<file path="config.mk">
export PLATFORM = sky130hd
export DESIGN_NAME = fpu_seq
export DESIGN_NICKNAME = d
export VERILOG_FILES = /design/src/rtl/fpu_pkg.sv /design/src/rtl/fpu_seq_fcmp.sv /design/src/rtl/fpu_seq.sv
export SDC_FILE = /design/constraint.sdc
export NUM_CORES = 1
export LEC_CHECK = 0
export BUFFER_PORTS_ARGS = -buffer_cell sky130_fd_sc_hd__buf_2
export CORE_MARGIN = 5
export CORE_UTILIZATION = 42
export CTS_CLUSTER_SIZE = 40
export DETAILED_ROUTE_END_ITERATION = 10
export PLACE_DENSITY = 0.71
export SYNTH_ARGS = -nofsm -noshare
export SYNTH_HDL_FRONTEND = slang
export SYNTH_SLANG_ARGS = --single-unit
export TNS_END_PERCENT = 30
</file>
<file path="constraint.sdc">
create_clock -name clk -period 2.9 [get_ports clk]
set_input_delay 0.725 -clock clk [delete_from_list [all_inputs] [get_ports clk]]
set_output_delay 0.725 -clock clk [all_outputs]
set_load 0.1 [all_outputs]
</file>
<file path="src/rtl/fpu_pkg.sv">
// Shared op-code, latency and compare-select definitions for the sequenced FPU front end.
package fpu_pkg;

    typedef enum logic [3:0] {
        OP_FADD  = 4'b0000,
        OP_FSUB  = 4'b0001,
        OP_FMUL  = 4'b0010,
        OP_FDIV  = 4'b0011,
        OP_FSQRT = 4'b0100,
        OP_FTOI  = 4'b0101,
        OP_FEQ   = 4'b0110,
        OP_FLT   = 4'b0111,
        OP_FLE   = 4'b1000,
        OP_ITOF  = 4'b1001
    } fpu_op_e;

    typedef enum logic [1:0] {
        CMP_EQ = 2'b00,
        CMP_LT = 2'b01,
        CMP_LE = 2'b10
    } cmp_op_e;

    typedef enum logic {
        S_IDLE = 1'b0,
        S_BUSY = 1'b1
    } state_e;

    localparam int LAT_ARITH = 2;
    localparam int LAT_LONG  = 4;
    localparam int LAT_SHORT = 1;

    // Counter preload is L-1 so the done cycle lands exactly L cycles after accept.
    function automatic logic [1:0] op_count(input logic [3:0] op);
        case (op)
            OP_FADD, OP_FSUB, OP_FMUL: op_count = 2'(LAT_ARITH - 1);
            OP_FDIV, OP_FSQRT:         op_count = 2'(LAT_LONG - 1);
            default:                   op_count = 2'(LAT_SHORT - 1);
        endcase
    endfunction

    function automatic logic is_cmp(input logic [3:0] op);
        is_cmp = (op == OP_FEQ) || (op == OP_FLT) || (op == OP_FLE);
    endfunction

    function automatic logic is_valid(input logic [3:0] op);
        is_valid = (op <= 4'(OP_ITOF));
    endfunction

    function automatic cmp_op_e cmp_sel(input logic [3:0] op);
        case (op)
            OP_FLT:  cmp_sel = CMP_LT;
            OP_FLE:  cmp_sel = CMP_LE;
            default: cmp_sel = CMP_EQ;
        endcase
    endfunction

endpackage

</file>
<file path="src/rtl/fpu_seq_fcmp.sv">
// Single-precision compare on sign-magnitude ordering; +0 and -0 compare equal, NaN bits are not special.
module fcmp
    import fpu_pkg::*;
(
    input  logic [31:0] a,
    input  logic [31:0] b,
    input  logic [1:0]  op,
    output logic        y
);

    logic both_zero;
    logic eq;
    logic lt;

    assign both_zero = (a[30:0] == 31'h0) && (b[30:0] == 31'h0);
    assign eq        = (a == b) || both_zero;

    // Negative values order by descending magnitude, positive by ascending.
    always_comb begin
        lt = 1'b0;
        if (both_zero) begin
            lt = 1'b0;
        end else if (a[31] != b[31]) begin
            lt = a[31];
        end else if (!a[31]) begin
            lt = (a[30:0] < b[30:0]);
        end else begin
            lt = (a[30:0] > b[30:0]);
        end
    end

    always_comb begin
        y = 1'b0;
        case (op)
            CMP_EQ:  y = eq;
            CMP_LT:  y = lt;
            CMP_LE:  y = lt || eq;
            default: y = 1'b0;
        endcase
    end

endmodule

</file>
<file path="src/rtl/fpu_seq.sv">
// Single-outstanding FPU sequencer: latches an op, counts its fixed latency, and presents the result for one cycle.
module fpu_seq
    import fpu_pkg::*;
(
    input  logic        clk,
    input  logic        rst_n,
    input  logic        req,
    input  logic [3:0]  fpucontrol,
    input  logic [31:0] srca,
    input  logic [31:0] srcb,
    input  logic        mode,
    input  logic        fregwb,
    output logic        ready,
    output logic        stall,
    output logic        done,
    output logic [31:0] result,
    output logic        wbint,
    output logic [3:0]  uop,
    output logic [31:0] ua,
    output logic [31:0] ub,
    output logic        umode,
    input  logic [31:0] fres
);

    state_e     state;
    state_e     state_next;
    logic [1:0] cnt;
    logic       cmp_q;
    logic       cmp_now;
    logic       accept;

    fcmp u_fcmp (
        .a  (srca),
        .b  (srcb),
        .op (cmp_sel(fpucontrol)),
        .y  (cmp_now)
    );

    assign accept = (state == S_IDLE) && req;

    always_ff @(posedge clk or negedge rst_n) begin
        if (!rst_n) begin
            state <= S_IDLE;
            cnt   <= 2'd0;
            uop   <= 4'h0;
            ua    <= 32'h0;
            ub    <= 32'h0;
            umode <= 1'b0;
            wbint <= 1'b0;
            cmp_q <= 1'b0;
        end else begin
            state <= state_next;
            if (accept) begin
                cnt   <= op_count(fpucontrol);
                uop   <= fpucontrol;
                ua    <= srca;
                ub    <= srcb;
                umode <= mode;
                wbint <= fregwb;
                cmp_q <= cmp_now;
            end else if ((state == S_BUSY) && (cnt != 2'd0)) begin
                cnt <= cnt - 2'd1;
            end
        end
    end

    // req is deliberately not looked at in BUSY, so a request in the done cycle waits for IDLE.
    always_comb begin
        state_next = state;
        ready      = 1'b0;
        done       = 1'b0;
        stall      = 1'b0;
        result     = 32'h0;
        case (state)
            S_IDLE: begin
                ready = 1'b1;
                stall = rst_n && req;
                if (req) begin
                    state_next = S_BUSY;
                end
            end
            S_BUSY: begin
                if (cnt == 2'd0) begin
                    done       = 1'b1;
                    state_next = S_IDLE;
                    if (is_cmp(uop)) begin
                        result = {31'h0, cmp_q};
                    end else if (is_valid(uop)) begin
                        result = fres;
                    end
                end else begin
                    stall = 1'b1;
                end
            end
            default: state_next = S_IDLE;
        endcase
    end

endmodule

</file>
## Word level (Yosys, flattened, before mapping)

Index checks and enable logic that the tools add are counted.

| storage, ports and cells | value |
|---|---|
| register bits | 74 |
| bits in latches | 0 |
| bits in writable memories | 0 |
| bits in read-only memories | 0 |
| bits of input ports | 105 |
| output and inout port bits | 105 |
| word-level logic and storage cells | 62 |
| memories | 0 |

| cells by class | value |
|---|---|
| add/sub/neg operators | 1 |
| multipliers | 0 |
| div/mod/pow operators | 0 |
| order comparisons | 3 |
| equal/unequal tests | 13 |
| shift operators | 0 |
| multiplexer cells | 19 |
| bitwise gates (word level) | 1 |
| reductions and logical operators | 17 |

Operators by type and width:

| operator | number |
|---|---|
| $mux W32 | 4 |
| $logic_not A31 Y1 | 2 |
| $eq A32 B32 Y1 | 1 |
| $gt A31 B31 Y1 | 1 |
| $lt A31 B31 Y1 | 1 |
| $eq A4 B3 Y1 const B | 4 |
| $eq A4 B2 Y1 const B | 2 |
| $eq A4 B4 Y1 const B | 2 |
| $mux W1 | 8 |
| $pmux W2 S2 | 2 |
| $eq A4 B1 Y1 const B | 1 |
| $le A4 B4 Y1 const B | 1 |
| $logic_and A1 B1 Y1 | 4 |
| $logic_not A2 Y1 | 2 |
| $logic_not A4 Y1 | 1 |
| $logic_or A1 B1 Y1 | 4 |
| $mux W2 | 2 |
| $pmux W1 S2 | 2 |
| $reduce_bool A2 Y1 | 2 |
| $pmux W1 S3 | 1 |
| $reduce_or A3 Y1 | 1 |
| $eq A2 B1 Y1 const B | 1 |
| $eq A2 B2 Y1 const B | 1 |
| $reduce_or A2 Y1 | 1 |
| 3 further kinds | 3 |

## Longest topological paths before layout

| logic depth | value |
|---|---|
| depth in word-level cells | 6 |
| depth in mapped cells | 8 |
| depth with buffers taken out | 8 |

## Modules after synthesis

A second synthesis with hierarchy kept.

| second synthesis, totals | value |
|---|---|
| cells, all modules | 360 |
| area total of the unflattened synthesis | 4,155.2 sq um |

By module, submodules not included:

| module | instances | cells an instance | area an instance (sq um) | sequential area each (sq um) |
|---|---|---|---|---|
| fpu_seq | 1 | 217 | 3,130.5 | 1,851.8 |
| fcmp | 1 | 143 | 1,024.7 | 0.0 |

## Worst setup path before layout

Ideal clock, no wire load.

| path | value |
|---|---|
| path type | register to output |
| start point | register state |
| end point | output port stall |
| arrival | 3.594 ns |
| data required time | 2.175 ns |
| slack | -1.419 ns |
| stages on the path, launching flop included | 6 |
| buffers on the path | 2 |
| cell sequence | dfrtp_1 inv_1 nand2_1 buf_4 clkbuf_1 o21ai_0 |

| on the way | value |
|---|---|
| word-level cells in the longest chain between the ends | 2 |

RTL lines:

| element | RTL line | text |
|---|---|---|
| start, declared | fpu_seq.sv:25 | `state_e state;` |
| start signal, assigned | fpu_seq.sv:52 | `state <= state_next;` |
| $not A1 Y1 | -- |  |
| $pmux W1 S2 * | fpu_seq.sv:74 | `case (state)` |
| end, declared | fpu_seq.sv:14 | `output logic stall,` |

Mark *: on every way between the ends. The rest lies on a longest branch, timed or not.

## Worst setup path in the final report

| path | value |
|---|---|
| start point | register cnt[0] |
| end point | output port result[8] |

| on the way | value |
|---|---|
| word-level cells in the longest chain between the ends | 3 |

RTL lines:

| element | RTL line | text |
|---|---|---|
| start, declared | fpu_seq.sv:27 | `logic [1:0] cnt;` |
| start signal, assigned | fpu_seq.sv:54 | `cnt <= op_count(fpucontrol);` |
| start signal, assigned | fpu_seq.sv:62 | `cnt <= cnt - 2'd1;` |
| $logic_not A2 Y1 | fpu_seq.sv:83 | `if (cnt == 2'd0) begin` |
| $mux W32 | fpu_seq.sv:83 |  |
| $mux W32 | fpu_seq.sv:74 |  |
| end, declared | fpu_seq.sv:16 | `output logic [31:0] result,` |

Every way passes these cells.

==> summary.md <==
| Metric | Value |
|---|---|
| Gr usage total | 0.2337 |
| Main combinational cell family by area after synthesis | simple AND/OR/NAND/NOR gates |
| CP required | 2.17 ns |
| Unique masters post-synth | 36 |
| Largest net degree at the start of global routing | 83 |
| Post-Synth Adder-Cell Area | 0.09929 |
| Status | complete, no violations |
| Post-Synth Simple-Gate Area | 0.1731 |
| Setup crit start kind | register |
| IO buf count | 209 |
| Core area | 9284 um2 |
| Flops & latches, synth | 74 |
| Final Skew | 0.01194 ns |
| Slew @ Worst Pin | 0.9351 ns |
| Met3 Wirelength | 1303 um |
| Number of global-route vias before repair | 4067 |
| Leading area contributor after synthesis | dfrtp_1 |
| Setup WS pre-CTS | 0.1845 ns |
| Ports | 210 |
| H-tree levels | 3 |
| Root Buffer | clkbuf_8 |
| Final Hold Fails | 0 |
| Mean Syn Cell Area | 9.982 um2 |
| TritonCTS clock tree | done |
| Arrival time worst endpoint | 2.03 ns |
| DP Wirelength | 11080 um |
| Post-synthesis cell area | 4033 um2 |
| Achievable Freq | 0.3635 GHz |
| Sequential element share of the synthesized area | 0.4592 |
| Wire length on met2 | 6744 um |
| RSZ-0062 raised after global routing | true |
| Syn Nets | 541 |
| Minimum clock period | 2.751 ns |
| Die area | 11660 um2 |
| Grt ovf | 0 |
| Mux share of post-synthesis cell area | 0.1061 |
| Synth top area share | 0.4592 |
| DR iter-0 viols | 176 |
| Top post-synthesis cells by area | dfrtp_1 46%, mux2_2 11%, ha_1 9.9% |
| Post-synthesis compound-gate area fraction | 0.1052 |
| Reg area | 1856 um2 |
| Layout cell share with drive strength beyond 1 | 0.4692 |
| RR Startpoint | state$_DFF_PN0_ |
| Cell Rows | 35 |
| Area of the multi-input gates | 1991 um2 |
| Via-per-instance ratio | 5.158 |
| Worst-path clk slew | 0.08 ns |
| Layout area overhead | 47.29% |
| Crit-path max FO | 32 |
| Drt wl/cell | 18.11 um |
| Total vias in the final route | 3843 |
| Worst Hold Class | register to register |
| Clk_lat worst skew | 0.35 ns |
| Initial antenna violation count | 0 |
| Post-synth top flop | dfrtp_1 |
| Post-Route WL | 13490 um |
| MaxCap Viol Count | 0 |
| Initial Util | 0.4344 |
| Most frequent cell after synthesis | dfrtp_1 |
| Total CTS buffers | 9 |
| Worst hold start | ub[29]$_DFFE_PN0P_ |
| Worst Slack Setup Final | 0.1492 ns |
| Die X | 108.0 um |
| Clk buf depth | 2 |
| Number of antenna diodes | 0 |
| Placed instance count | 729 |
| Slew Viols, Final | 0 |
| Synth warn | 0 |
| Most instantiated cells after synthesis | 74 x dfrtp_1, 46 x nand2_1, 44 x o21ai_0 |
| Initial DRT Pass Iterations | 4 |
| Final Non-Filler Cells | 745 |
| Total clock sinks | 74 |
| Synth Instances | 404 |
| Crit Path Class | register to primary output |
| Top Metal Used | met4 |
| Die height | 108.0 um |
| Post-synth EDFFs | 0 |
| CP Capture Type | primary output |
| DR DRC count | 0 |
| Routed metal-1 wirelength | 5107 um |
| Post-layout util | 0.6398 |
| Async SR Flop Fraction | 1.000 |
| Antenna-violating nets left | 0 |
| GPL Wtd Cong | 0.8769 |
| CP Launch Point | cnt[0]$_DFFE_PN0P_ |
| XOR/XNOR Fraction of Synth Area | 0.002172 |
| First-pass GRT wire length | 21180 um |
| Hold_buf cts | 0 |
| FILL cells | 778 |
| Nets | 748 |
| Period utilization | 0.9485 |
| Rel. slew slack | 0.3766 |
| Final setup vio count | 0 |
==> state kept, by name (all words and copies together) (netlist names) <==
name,flops
uop,4
ua,32
cnt,2
umode,1
wbint,1
cmp_q,1
ub,32
state,1
==> placed cells by master, fill, tap and decap left out, types with 10 or more instances in the layout <==
cell,n
nor4_1,15
buf_2,175
o21ai_0,43
a21oi_1,14
ha_1,32
and3_1,24
nand4_1,11
clkbuf_8,10
inv_1,38
buf_12,34
dfrtp_1,71
mux2_2,38
nand2_1,45
==> what timing repair did <==
action                     in CTS  in global routing
setup endpoints to repair       0                 32
hold endpoints to repair        0                  0
buffers inserted                0                  0
gates resized for setup         0                  1
==> layer usage <==
metal  track usage  vias to the layer above
li1              -                     1853
met1        0.2597                     1773
met2        0.4183                      188
met3       0.07821                       29
met4       0.07935                        0
met5             0                        -
==> worst max-delay path, stage by stage (launching register included) <==
cell and delay, ns:
dfrtp_1 0.35, inv_1 0.06, ha_1 0.21, nand2_1 0.16
clkinvlp_4 0.35, and3_1 0.35, buf_12 0.18
==> through the flow <==
step	hold WS (ns)	instance area [um2]	setup TNS [ns]
2_1_floorplan	0.4294	4061	-0.1370
3_3_place_gp	0.4584	5748	0
3_5_place_dp	0.4656	5748	0
4_1_cts	0.4842	5936	0
5_1_grt	0.5085	5939	-0.001253
6_report	0.4811	5939	0
==> cells by family (layout without fill, tap and decap cells) <==
logic type	Yosys count	count (layout)
AO/OA/AOI/OAI	73	73
XOR/XNOR	1	1
adder cells (fa/ha/maj)	32	32
buffers and inverters	57	269
flip-flops	74	74
multiplexers	38	38
AND/OR/NAND/NOR	129	129
==> final cells by class <==
cell class	count	area share
Clock buffer	10	0.02317
Clock inverter	6	0.008426
Inverter	39	0.02528
Multi-Input combinational cell	273	0.3352
Sequential cell	74	0.3124
Tap cell	129	0.02718
Timing Repair Buffer	214	0.2684
==> final timing paths <==
path	endpoint	slack [ns]	cells after the start
max	result[8]	0.15	6
min in group asynchronous	ua[17]$_DFFE_PN0P_	0.64	2
max reg2reg	cmp_q$_DFFE_PN0P_	1.10	5
max in group asynchronous	uop[3]$_DFFE_PN0P_	1.60	2
min reg2reg	ub[29]$_DFFE_PN0P_	0.48	2
min	ub[29]$_DFFE_PN0P_	0.48	2
Power is left out: the tool's default activity adds up to more than one toggle a clock period on the data nets, which glitch-free logic cannot reach.
